### src/rtl/i2c_txn_sequencer_if.sv
// rtl/i2c_txn_sequencer_if.sv - request/response and I2C controller command bundle for the sequencer
interface i2c_txn_sequencer_if;
  logic       req_valid;
  logic       req_ready;
  logic       req_rw;
  logic [6:0] req_dev;
  logic [7:0] req_reg;
  logic [7:0] req_wdata;
  logic       rsp_valid;
  logic [7:0] rsp_rdata;
  logic [1:0] rsp_err;
  logic       busy;
  logic       i2c_wr;
  logic [2:0] i2c_cmd;
  logic [7:0] i2c_din;
  logic       i2c_ready;
  logic       i2c_done_tick;
  logic       i2c_ack;
  logic [7:0] i2c_dout;

  modport slave (
    input  req_valid, req_rw, req_dev, req_reg, req_wdata,
    input  i2c_ready, i2c_done_tick, i2c_ack, i2c_dout,
    output req_ready, rsp_valid, rsp_rdata, rsp_err, busy,
    output i2c_wr, i2c_cmd, i2c_din
  );

  modport master (
    output req_valid, req_rw, req_dev, req_reg, req_wdata,
    output i2c_ready, i2c_done_tick, i2c_ack, i2c_dout,
    input  req_ready, rsp_valid, rsp_rdata, rsp_err, busy,
    input  i2c_wr, i2c_cmd, i2c_din
  );
endinterface

### src/rtl/i2c_txn_sequencer.sv
// rtl/i2c_txn_sequencer.sv - register write/read sequencer driving the byte-level I2C controller
module i2c_txn_sequencer #(
  parameter int TIMEOUT = 65535,
  parameter int TO_W    = 16
) (
  input  logic               clk,
  input  logic               rst,
  i2c_txn_sequencer_if.slave bus
);

  localparam logic [2:0] CMD_START   = 3'd0;
  localparam logic [2:0] CMD_WR      = 3'd1;
  localparam logic [2:0] CMD_RD      = 3'd2;
  localparam logic [2:0] CMD_STOP    = 3'd3;
  localparam logic [2:0] CMD_RESTART = 3'd4;

  typedef enum logic [2:0] {IDLE, ISSUE, WAIT_LO, WAIT_CPL, RESP} state_t;

  state_t          state;
  logic [2:0]      step;
  logic            rw;
  logic [6:0]      dev;
  logic [7:0]      reg_addr;
  logic [7:0]      wdata;
  logic            aborting;
  logic [TO_W-1:0] to_cnt;

  // {cmd, din} for a step; writes end with STOP at step 4, reads at step 6
  function automatic logic [10:0] step_op(input logic [2:0] s, input logic r,
                                          input logic [6:0] d, input logic [7:0] ra,
                                          input logic [7:0] wd);
    case (s)
      3'd0:    return {CMD_START, 8'h00};
      3'd1:    return {CMD_WR, d, 1'b0};
      3'd2:    return {CMD_WR, ra};
      3'd3:    return r ? {CMD_RESTART, 8'h00} : {CMD_WR, wd};
      3'd4:    return r ? {CMD_WR, d, 1'b1} : {CMD_STOP, 8'h00};
      3'd5:    return {CMD_RD, 8'h00};
      default: return {CMD_STOP, 8'h00};
    endcase
  endfunction

  logic        byte_step;
  logic        step_done;
  logic        timed_out;
  logic [10:0] next_op;

  // The held command register tells which completion event the current step uses
  assign byte_step = (bus.i2c_cmd == CMD_WR) || (bus.i2c_cmd == CMD_RD);
  assign step_done = byte_step ? bus.i2c_done_tick : bus.i2c_ready;
  assign timed_out = (to_cnt >= TO_W'(TIMEOUT));
  assign next_op   = step_op(step + 3'd1, rw, dev, reg_addr, wdata);

  always_ff @(posedge clk or negedge rst) begin
    if (!rst) begin
      state         <= IDLE;
      step          <= 3'd0;
      rw            <= 1'b0;
      dev           <= 7'd0;
      reg_addr      <= 8'd0;
      wdata         <= 8'd0;
      aborting      <= 1'b0;
      to_cnt        <= '0;
      bus.req_ready <= 1'b1;
      bus.busy      <= 1'b0;
      bus.rsp_valid <= 1'b0;
      bus.rsp_rdata <= 8'd0;
      bus.rsp_err   <= 2'b00;
      bus.i2c_wr    <= 1'b0;
      bus.i2c_cmd   <= CMD_STOP;
      bus.i2c_din   <= 8'd0;
    end else begin
      case (state)
        IDLE: begin
          if (bus.req_valid && bus.req_ready) begin
            rw            <= bus.req_rw;
            dev           <= bus.req_dev;
            reg_addr      <= bus.req_reg;
            wdata         <= bus.req_wdata;
            step          <= 3'd0;
            aborting      <= 1'b0;
            bus.busy      <= 1'b1;
            bus.req_ready <= 1'b0;
            bus.rsp_err   <= 2'b00;
            bus.rsp_rdata <= 8'd0;
            bus.i2c_wr    <= 1'b1;
            bus.i2c_cmd   <= CMD_START;
            bus.i2c_din   <= 8'd0;
            state         <= ISSUE;
          end
        end
        ISSUE: begin
          bus.i2c_wr <= 1'b0;
          to_cnt     <= '0;
          state      <= WAIT_LO;
        end
        WAIT_LO, WAIT_CPL: begin
          to_cnt <= to_cnt + 1'b1;
          if (state == WAIT_LO && !bus.i2c_ready) begin
            state <= WAIT_CPL;
          end else if (state == WAIT_CPL && step_done) begin
            if (bus.i2c_cmd == CMD_RD) bus.rsp_rdata <= bus.i2c_dout;
            if (bus.i2c_cmd == CMD_WR && bus.i2c_ack) begin
              bus.rsp_err <= 2'b01;
              aborting    <= 1'b1;
              bus.i2c_wr  <= 1'b1;
              bus.i2c_cmd <= CMD_STOP;
              bus.i2c_din <= 8'd0;
              state       <= ISSUE;
            end else if (bus.i2c_cmd == CMD_STOP) begin
              bus.rsp_valid <= 1'b1;
              state         <= RESP;
            end else begin
              step        <= step + 3'd1;
              bus.i2c_wr  <= 1'b1;
              bus.i2c_cmd <= next_op[10:8];
              bus.i2c_din <= next_op[7:0];
              state       <= ISSUE;
            end
          end else if (timed_out) begin
            // Bus considered hung: report without issuing a stop; a NACK already reported wins
            if (!aborting) bus.rsp_err <= 2'b10;
            bus.rsp_rdata <= 8'd0;
            bus.i2c_cmd   <= CMD_STOP;
            bus.rsp_valid <= 1'b1;
            state         <= RESP;
          end
        end
        RESP: begin
          bus.rsp_valid <= 1'b0;
          bus.busy      <= 1'b0;
          bus.req_ready <= 1'b1;
          state         <= IDLE;
        end
        default: state <= IDLE;
      endcase
    end
  end

endmodule

### src/flat_wrapper.sv
// flat-port wrapper written by rule: the top's interface ports become plain ports
module i2c_txn_sequencer_flat 
#(
  parameter int TIMEOUT = 65535,
  parameter int TO_W    = 16
)
  (clk, rst, bus_req_valid, bus_req_rw, bus_req_dev, bus_req_reg, bus_req_wdata, bus_i2c_ready, bus_i2c_done_tick, bus_i2c_ack, bus_i2c_dout, bus_req_ready, bus_rsp_valid, bus_rsp_rdata, bus_rsp_err, bus_busy, bus_i2c_wr, bus_i2c_cmd, bus_i2c_din);
  i2c_txn_sequencer_if bus_i ();
  input  logic clk;
  input  logic rst;
  input wire logic [$bits(bus_i.req_valid)-1:0] bus_req_valid;
  input wire logic [$bits(bus_i.req_rw)-1:0] bus_req_rw;
  input wire logic [$bits(bus_i.req_dev)-1:0] bus_req_dev;
  input wire logic [$bits(bus_i.req_reg)-1:0] bus_req_reg;
  input wire logic [$bits(bus_i.req_wdata)-1:0] bus_req_wdata;
  input wire logic [$bits(bus_i.i2c_ready)-1:0] bus_i2c_ready;
  input wire logic [$bits(bus_i.i2c_done_tick)-1:0] bus_i2c_done_tick;
  input wire logic [$bits(bus_i.i2c_ack)-1:0] bus_i2c_ack;
  input wire logic [$bits(bus_i.i2c_dout)-1:0] bus_i2c_dout;
  output wire logic [$bits(bus_i.req_ready)-1:0] bus_req_ready;
  output wire logic [$bits(bus_i.rsp_valid)-1:0] bus_rsp_valid;
  output wire logic [$bits(bus_i.rsp_rdata)-1:0] bus_rsp_rdata;
  output wire logic [$bits(bus_i.rsp_err)-1:0] bus_rsp_err;
  output wire logic [$bits(bus_i.busy)-1:0] bus_busy;
  output wire logic [$bits(bus_i.i2c_wr)-1:0] bus_i2c_wr;
  output wire logic [$bits(bus_i.i2c_cmd)-1:0] bus_i2c_cmd;
  output wire logic [$bits(bus_i.i2c_din)-1:0] bus_i2c_din;
  assign bus_i.req_valid = bus_req_valid;
  assign bus_i.req_rw = bus_req_rw;
  assign bus_i.req_dev = bus_req_dev;
  assign bus_i.req_reg = bus_req_reg;
  assign bus_i.req_wdata = bus_req_wdata;
  assign bus_i.i2c_ready = bus_i2c_ready;
  assign bus_i.i2c_done_tick = bus_i2c_done_tick;
  assign bus_i.i2c_ack = bus_i2c_ack;
  assign bus_i.i2c_dout = bus_i2c_dout;
  assign bus_req_ready = bus_i.req_ready;
  assign bus_rsp_valid = bus_i.rsp_valid;
  assign bus_rsp_rdata = bus_i.rsp_rdata;
  assign bus_rsp_err = bus_i.rsp_err;
  assign bus_busy = bus_i.busy;
  assign bus_i2c_wr = bus_i.i2c_wr;
  assign bus_i2c_cmd = bus_i.i2c_cmd;
  assign bus_i2c_din = bus_i.i2c_din;
  i2c_txn_sequencer #(.TIMEOUT(TIMEOUT), .TO_W(TO_W)) u_core (.clk(clk), .rst(rst), .bus(bus_i));
endmodule
### config.mk
export PLATFORM = sky130hd
export DESIGN_NAME = i2c_txn_sequencer_flat
export DESIGN_NICKNAME = d
export VERILOG_FILES = /design/src/rtl/i2c_txn_sequencer_if.sv /design/src/rtl/i2c_txn_sequencer.sv /design/src/flat_wrapper.sv
export SDC_FILE = /design/constraint.sdc
export NUM_CORES = 1
export LEC_CHECK = 0
export ABC_CLOCK_PERIOD_IN_PS = 2900
export CAP_MARGIN = 20
export CORE_MARGIN = 4
export CORE_UTILIZATION = 25
export CTS_BUF_LIST = sky130_fd_sc_hd__clkbuf_4
export DETAILED_ROUTE_END_ITERATION = 10
export GPL_ROUTABILITY_DRIVEN = 1
export SLEW_MARGIN = 20
export SYNTH_ARGS = -nofsm -noshare
export SYNTH_HDL_FRONTEND = slang
export SYNTH_SLANG_ARGS = --single-unit
### constraint.sdc
create_clock -name clk -period 2.9 [get_ports clk]
set_clock_uncertainty 0.2 [all_clocks]
set_input_delay 0.435 -clock clk [delete_from_list [all_inputs] [get_ports clk]]
set_output_delay 0.435 -clock clk [all_outputs]
set_load 0.05 [all_outputs]
==> impl_metrics.tcl, run 1 <==
set metrics [dict create \
    irDropWorstVdd_mv 0.3263 \
    post-route-drc-count 0 \
    die_area_mm2 0.01624 \
    min_period_over_period_pct 89.83 \
    fin_tns_setup_ns 0 \
    tightest_slew_ns 0.7152 \
    cp_num_buf_inv 1 \
    p_leak_nw 1.929 \
    rsz0062_at_grt "no" \
    ys_async_sr_fraction_pct 100.0 \
    vias_per_cell 4.909 \
    pwr-share-comb_pct 45.3 \
    final_nets 430 \
    fin_crit_ns 2.605 \
    regArea_mm2 0.001805 \
    dp_slack_ns 0.2965 \
    p_seq_share_pct 36.6 \
    grt_usage_pct 10.90 \
    syn_to_final_growth_pct 27.67 \
    hpwl_mm 6.209 \
    pwr-share-clk_pct 18.1 \
    gp_congestion 0.8200 \
    power_mw 4.527 \
    crit_chain "clkdlybuf4s50_1" \
    synthAdderAreaFrac_pct 2.455 \
    holdWs_ns 0.2859 \
    syn_inst 325 \
    n_antenna_cell 0 \
    clk_pin_slew_ns 0.12 \
    critPathCaptureType "output port" \
    criticalPathCategory "flip-flop to output port" \
    postSynthAreaPerCell_um2 10.98 \
    ant_nets 0 \
    drt_pass1_iterations 5 \
    synth_warnings 0 \
    synth_seq_cells 72 \
    drtIter0Drc 151 \
    htreeDepth 3 \
    vias 2798 \
    drv_cap 0 \
    required_ns 2.27 \
    slowest_delay_ns 0.86 \
    cp_slowest_cell "clkdlybuf4s50_1" \
    stdcell_count 570 \
    critical_path.max_fanout 11 \
    drive_above_1_share_pct 16.67 \
    synth_most_common_cell "dfrtp_1" \
    ff2ff_setup_slack_ns 0.52 \
    cts-root-buf "clkbuf_4" \
    synthTopCellsByCount "69 x dfrtp_1, 32 x mux2_2, 24 x o21ai_0" \
    hold_path_class "flip-flop to flip-flop" \
    syn_nets 370 \
    clock_latency_ns 0.42 \
    boundaryPins 63 \
    die_x_um 127.5 \
    synth_compound_area_share_pct 19.29 \
    synthMuxAreaShare_pct 10.38 \
    power_switching_share_pct 41.76 \
    final_area_mm2 0.004554 \
    clk_path_buf_depth 2 \
    grt_start_max_net_pins 73 \
    grt_pass1_vias 2917 \
    fmax_ghz 0.3839 \
    start_util_pct 25.60 \
    wl_per_cell_um 15.10 \
    fillers 1401 \
    crit_path_start_kind "flip-flop" \
    synthFlopType "dfrtp_1" \
    die_y_um 127.5 \
    cts_resized 0 \
    coreArea_mm2 0.01393 \
    routed_wl_mm 8.607 \
    intPower_mw 2.636 \
    grt_pass1_wl_mm 14.35 \
    worst_slack_ns 0.2950 \
    outcome "completed" \
    finalHoldViolCount 0 \
    ys_seq_area_share_pct 50.61 \
    yosysTopAreaCellShare_pct 48.40 \
    grt.overflow.total 0 \
    yosysTopAreaCell "dfrtp_1" \
    maxSlewHeadroom_pct 52.22 \
    finalMaxSlewViolations 0 \
    cts_tree "done" \
    num_rows 43 \
    synth_area_mm2 0.003567 \
    portBuffers 62 \
    finish.utilization_pct 32.68 \
    synth_simple_gate_area_share_pct 13.50 \
    crit_arrival_ns 1.97 \
    p_switching_mw 1.890 \
    clock_sinks 72 \
    dp.cells 553 \
    power_density_mw_per_mm2 993.9 \
    multi_input_area_mm2 0.001653 \
    synth_cell_types 54 \
    antenna_found_initial 0 \
    cts_made_buffers 9 \
    synth_edf_count 0 \
    synthXorXnorAreaFrac_pct 0.7015 \
    placed_area_mm2 0.004357 \
    synth_top_family_by_area "compound AO/OA/AOI/OAI gates" \
    critPathTopFamily "buffers and inverters" \
    synth_area_leaders "dfrtp_1 48%, mux2_2 10%, a22o_1 4.9%" \
    final-setup-viol-count 0 \
]
[final cells by class]
class                           instances  area share [%]
Sequential cell                        72           39.64
Multi-Input combinational cell        230           36.29
Timing Repair Buffer                   66           14.51
Tap cell                              180           4.945
Clock inverter                          7           2.637
Clock buffer                            9           1.484
Inverter                                6          0.4945
[power by group through the flow]
stage / sequential (mW) / clock [mW] / combinational [mW]
after floorplan: 1.96 / 0 / 1.18
after global placement: 1.67 / 0 / 2.03
after detailed placement: 1.68 / 0 / 2.06
after CTS: 1.66 / 0.841 / 2.07
after global routing: 1.71 / 0.886 / 2.22
final: 1.66 / 0.819 / 2.05
[sequential cells by signal, summed over array words and instances, names as in the netlist]
register and flops:
u_core.to_cnt 16, u_core.bus.i2c_din 8, u_core.bus.rsp_rdata 8, u_core.reg_addr 8, u_core.wdata 8, u_core.dev 7
u_core.bus.i2c_cmd 3, u_core.state 3, u_core.step 3, u_core.bus.rsp_err 2, u_core.aborting 1, u_core.bus.busy 1
u_core.bus.i2c_wr 1, u_core.bus.req_ready 1, u_core.bus.rsp_valid 1, u_core.rw 1
[worst paths after layout]
path                       depth (start not counted)                               from                                end
setup reg to reg                                   6         u_core.step[0]$_DFFE_PN0P_  u_core.bus.i2c_din[1]$_DFFE_PN0P_
hold reg to reg                                    1      u_core.to_cnt[14]$_DFFE_PN0P_      u_core.to_cnt[14]$_DFFE_PN0P_
setup / recovery                                   1  u_core.bus.i2c_cmd[1]$_DFFE_PN1P_                     bus_i2c_cmd[1]
max in group asynchronous                          3                                rst  u_core.bus.i2c_cmd[0]$_DFFE_PN1P_
min in group asynchronous                          3                                rst        u_core.wdata[2]$_DFFE_PN0P_
hold / removal                                     1      u_core.to_cnt[14]$_DFFE_PN0P_      u_core.to_cnt[14]$_DFFE_PN0P_
[cells in the final DEF (no fill, tap or decap), types with 4 or more instances in the layout]
cell,instances
dfrtp_1,69
clkdlybuf4s50_1,61
mux2_2,32
o21ai_0,24
a22o_1,20
nor2_1,20
nand2_1,20
nand3_1,18
a21oi_1,11
a22oi_1,10
and3_1,9
clkbuf_4,9
ha_1,7
inv_1,6
o211ai_1,6
a21o_1,5
nor3_1,4
nor2b_1,4
[repair_timing]
action | CTS | global route
setup buffers | 0 | 0
hold buffers | 1 | 0
endpoints found under the setup margin | 0 | 0
endpoints found under the hold margin | 69 | 0
[layer usage]
| metal | vias to the layer above | wire (um) | track usage, % |
|---|---|---|---|
| met3 | 10 | 526 | 3.721 |
| met2 | 80 | 4267 | 18.40 |
| met1 | 1384 | 3718 | 13.28 |
| li1 | 1324 | - | - |
| met4 | 0 | 93 | 2.965 |
| met5 | - | 0 | 0 |
[cells by family after synthesis]
logic type / count (synthesis)
xor gates and xnor gates: 2
and+or+nand+nor: 92
buffers and inverters: 23
DFF: 72
muxes: 33
AOI/OAI and AO/OA: 96
adders and majority gates: 7
Power figures use the tool's default switching activity.
==> run 2, diff against run 1 <==
Settings changed: CORE_MARGIN 4 to default, GPL_TIMING_DRIVEN from default to 0, SKIP_LAST_GASP from default to 1.
==> run 2 against run 1 <==
  * Die area decreased by 9.2%
  * Highest routed layer unchanged
  * Critical endpoint is now bus_i2c_cmd[2]
  * Critical path type unchanged
  * Power rose by 1.2%
  * First-iteration DRC count fell by 6.0%
==> impl_metrics.tcl, run 2 (same netlist as run 1, synthesis figures left out) <==
set metrics [dict create \
    outcome "completed" \
    tightest_slew_ns 0.5374 \
    min_period_over_period_pct 86.07 \
    grt_usage_pct 12.34 \
    crit_chain "clkdlybuf4s50_1" \
    irDropWorstVdd_mv 0.3778 \
    fillers 1428 \
    criticalPathCategory "flip-flop to output port" \
    coreArea_mm2 0.01388 \
    wl_met3_um 421 \
    grt_pass1_wl_mm 14.06 \
    slowest_delay_ns 0.88 \
    drt_pass1_iterations 4 \
    die_area_mm2 0.01475 \
    finalMaxSlewViolations 0 \
    gp_congestion 0.7566 \
    grt_start_max_net_pins 52 \
    p_leak_nw 1.978 \
    cts_tree "done" \
    crit_path_start_kind "flip-flop" \
    met2_length_mm 4.034 \
    fin_crit_ns 2.496 \
    fmax_ghz 0.4006 \
    crit_path_start "u_core.bus.i2c_cmd[2]$_DFFE_PN0P_" \
    cts_resized 0 \
    clk_pin_slew_ns 0.13 \
    finalHoldViolCount 0 \
    wl_met1_mm 3.883 \
    die_y_um 121.5 \
    fin_tns_setup_ns 0 \
    die_x_um 121.5 \
    top_register "u_core.to_cnt" \
    boundaryPins 63 \
    largest_reg_flops 16 \
    grt_pass1_vias 2815 \
    rsz0062_at_grt "no" \
    hold_path_class "input port to asynchronous set/reset pin" \
    final_nets 445 \
    routed.top_layer "met4" \
    drv_cap 0 \
    htreeDepth 3 \
    clk_path_buf_depth 2 \
    grt.overflow.total 0 \
    dp.cells 568 \
    vias 2777 \
    cp_num_buf_inv 1 \
    stdcell_count 585 \
    final-setup-viol-count 0 \
    final_common_cell "dfrtp_1" \
    routed_wl_mm 8.453 \
    syn_to_final_growth_pct 29.95 \
    r2r-start "u_core.step[0]$_DFFE_PN0P_" \
    antenna_found_initial 0 \
    wl_per_cell_um 14.45 \
    layout_common_cells "69 x dfrtp_1, 61 x clkdlybuf4s50_1, 32 x mux2_2" \
    start_util_pct 25.70 \
    crit_arrival_ns 1.86 \
    portBuffers 62 \
    critical_path.max_fanout 10 \
    power_mw 4.582 \
    clock_sinks 72 \
    cts_made_buffers 9 \
    critPathTopFamily "buffers and inverters" \
    clock_latency_ns 0.44 \
    vias_per_cell 4.747 \
    ant_nets 0 \
    power_density_mw_per_mm2 988.3 \
    num_rows 43 \
    finish.utilization_pct 33.40 \
    required_ns 2.27 \
    n_antenna_cell 0 \
    drive_above_1_share_pct 17.78 \
    cp_slowest_cell "clkdlybuf4s50_1" \
    drtIter0Drc 142 \
    cts-root-buf "clkbuf_4" \
    post-route-drc-count 0 \
    maxSlewHeadroom_pct 63.79 \
    critPathCaptureType "output port" \
    hpwl_mm 6.260 \
]
## run 2: cell types whose count changed in the layout (fill, tap and decap cells not counted)
cell      previous run  this run
clkbuf_1             0         6
buf_2                1         6
buf_1                0         2
buf_12               1         0
buf_16               0         1
buf_4                2         3
buf_6                0         1
## run 2: final cells by class
cell class | count | area [um2] | area share, %
flip-flops and latches | 72 | 1805 | 38.95
multi-input cells | 230 | 1653 | 35.65
repair buffers | 64 | 655.6 | 14.14
well taps | 180 | 225.2 | 4.858
clock inverters | 7 | 120.1 | 2.591
plain buffers | 17 | 86.33 | 1.862
clock buffers | 9 | 67.56 | 1.457
inverters | 6 | 22.52 | 0.4858
## run 2: metrics by stage
| stage | instance area (um2) | setup WS (ns) | hold slack [ns] |
|---|---|---|---|
| floorplan | 3567 | 0.5303 | -0.06059 |
| global placement | 4413 | -1.294 | 0.2609 |
| detailed placement | 4438 | 0.2490 | 0.1538 |
| CTS | 4636 | 0.3563 | 0.1903 |
| global route | 4636 | 0.2920 | 0.2050 |
| finish | 4636 | 0.4040 | 0.2092 |
## run 2: per-layer routing
metal  global-route usage (%)  vias to the layer above
met1                    15.53                     1357
met4                    3.627                        0
met3                    4.041                       10
li1                         -                     1349
met2                    19.96                       61
met5                        0                        -
## run 2: path summary, 6_finish.rpt
path,to,slack [ns],cells after the start
min reg2reg,u_core.bus.req_ready$_DFFE_PN1P_,0.28,2
max,bus_i2c_cmd[2],0.40,1
max reg2reg,u_core.bus.i2c_din[4]$_DFFE_PN0P_,0.49,7
min in group clk,u_core.bus.req_ready$_DFFE_PN1P_,0.28,2
min,u_core.wdata[6]$_DFFE_PN0P_,0.21,2
max in group asynchronous,u_core.bus.req_ready$_DFFE_PN1P_,1.68,3
## run 2: where the power goes
| part | leakage [nW] | internal, mW | switching [mW] |
|---|---|---|---|
| Sequential | 0.929 | 1.36 | 0.215 |
| Clock | 0.0961 | 0.437 | 0.377 |
| Combinational | 0.952 | 0.886 | 1.31 |
| Total | 1.98 | 2.68 | 1.90 |
## run 2: repair_timing
action | CTS | global route
endpoints found under the hold margin | 33 | 0
hold buffers | 1 | 0
setup buffers | 0 | 0
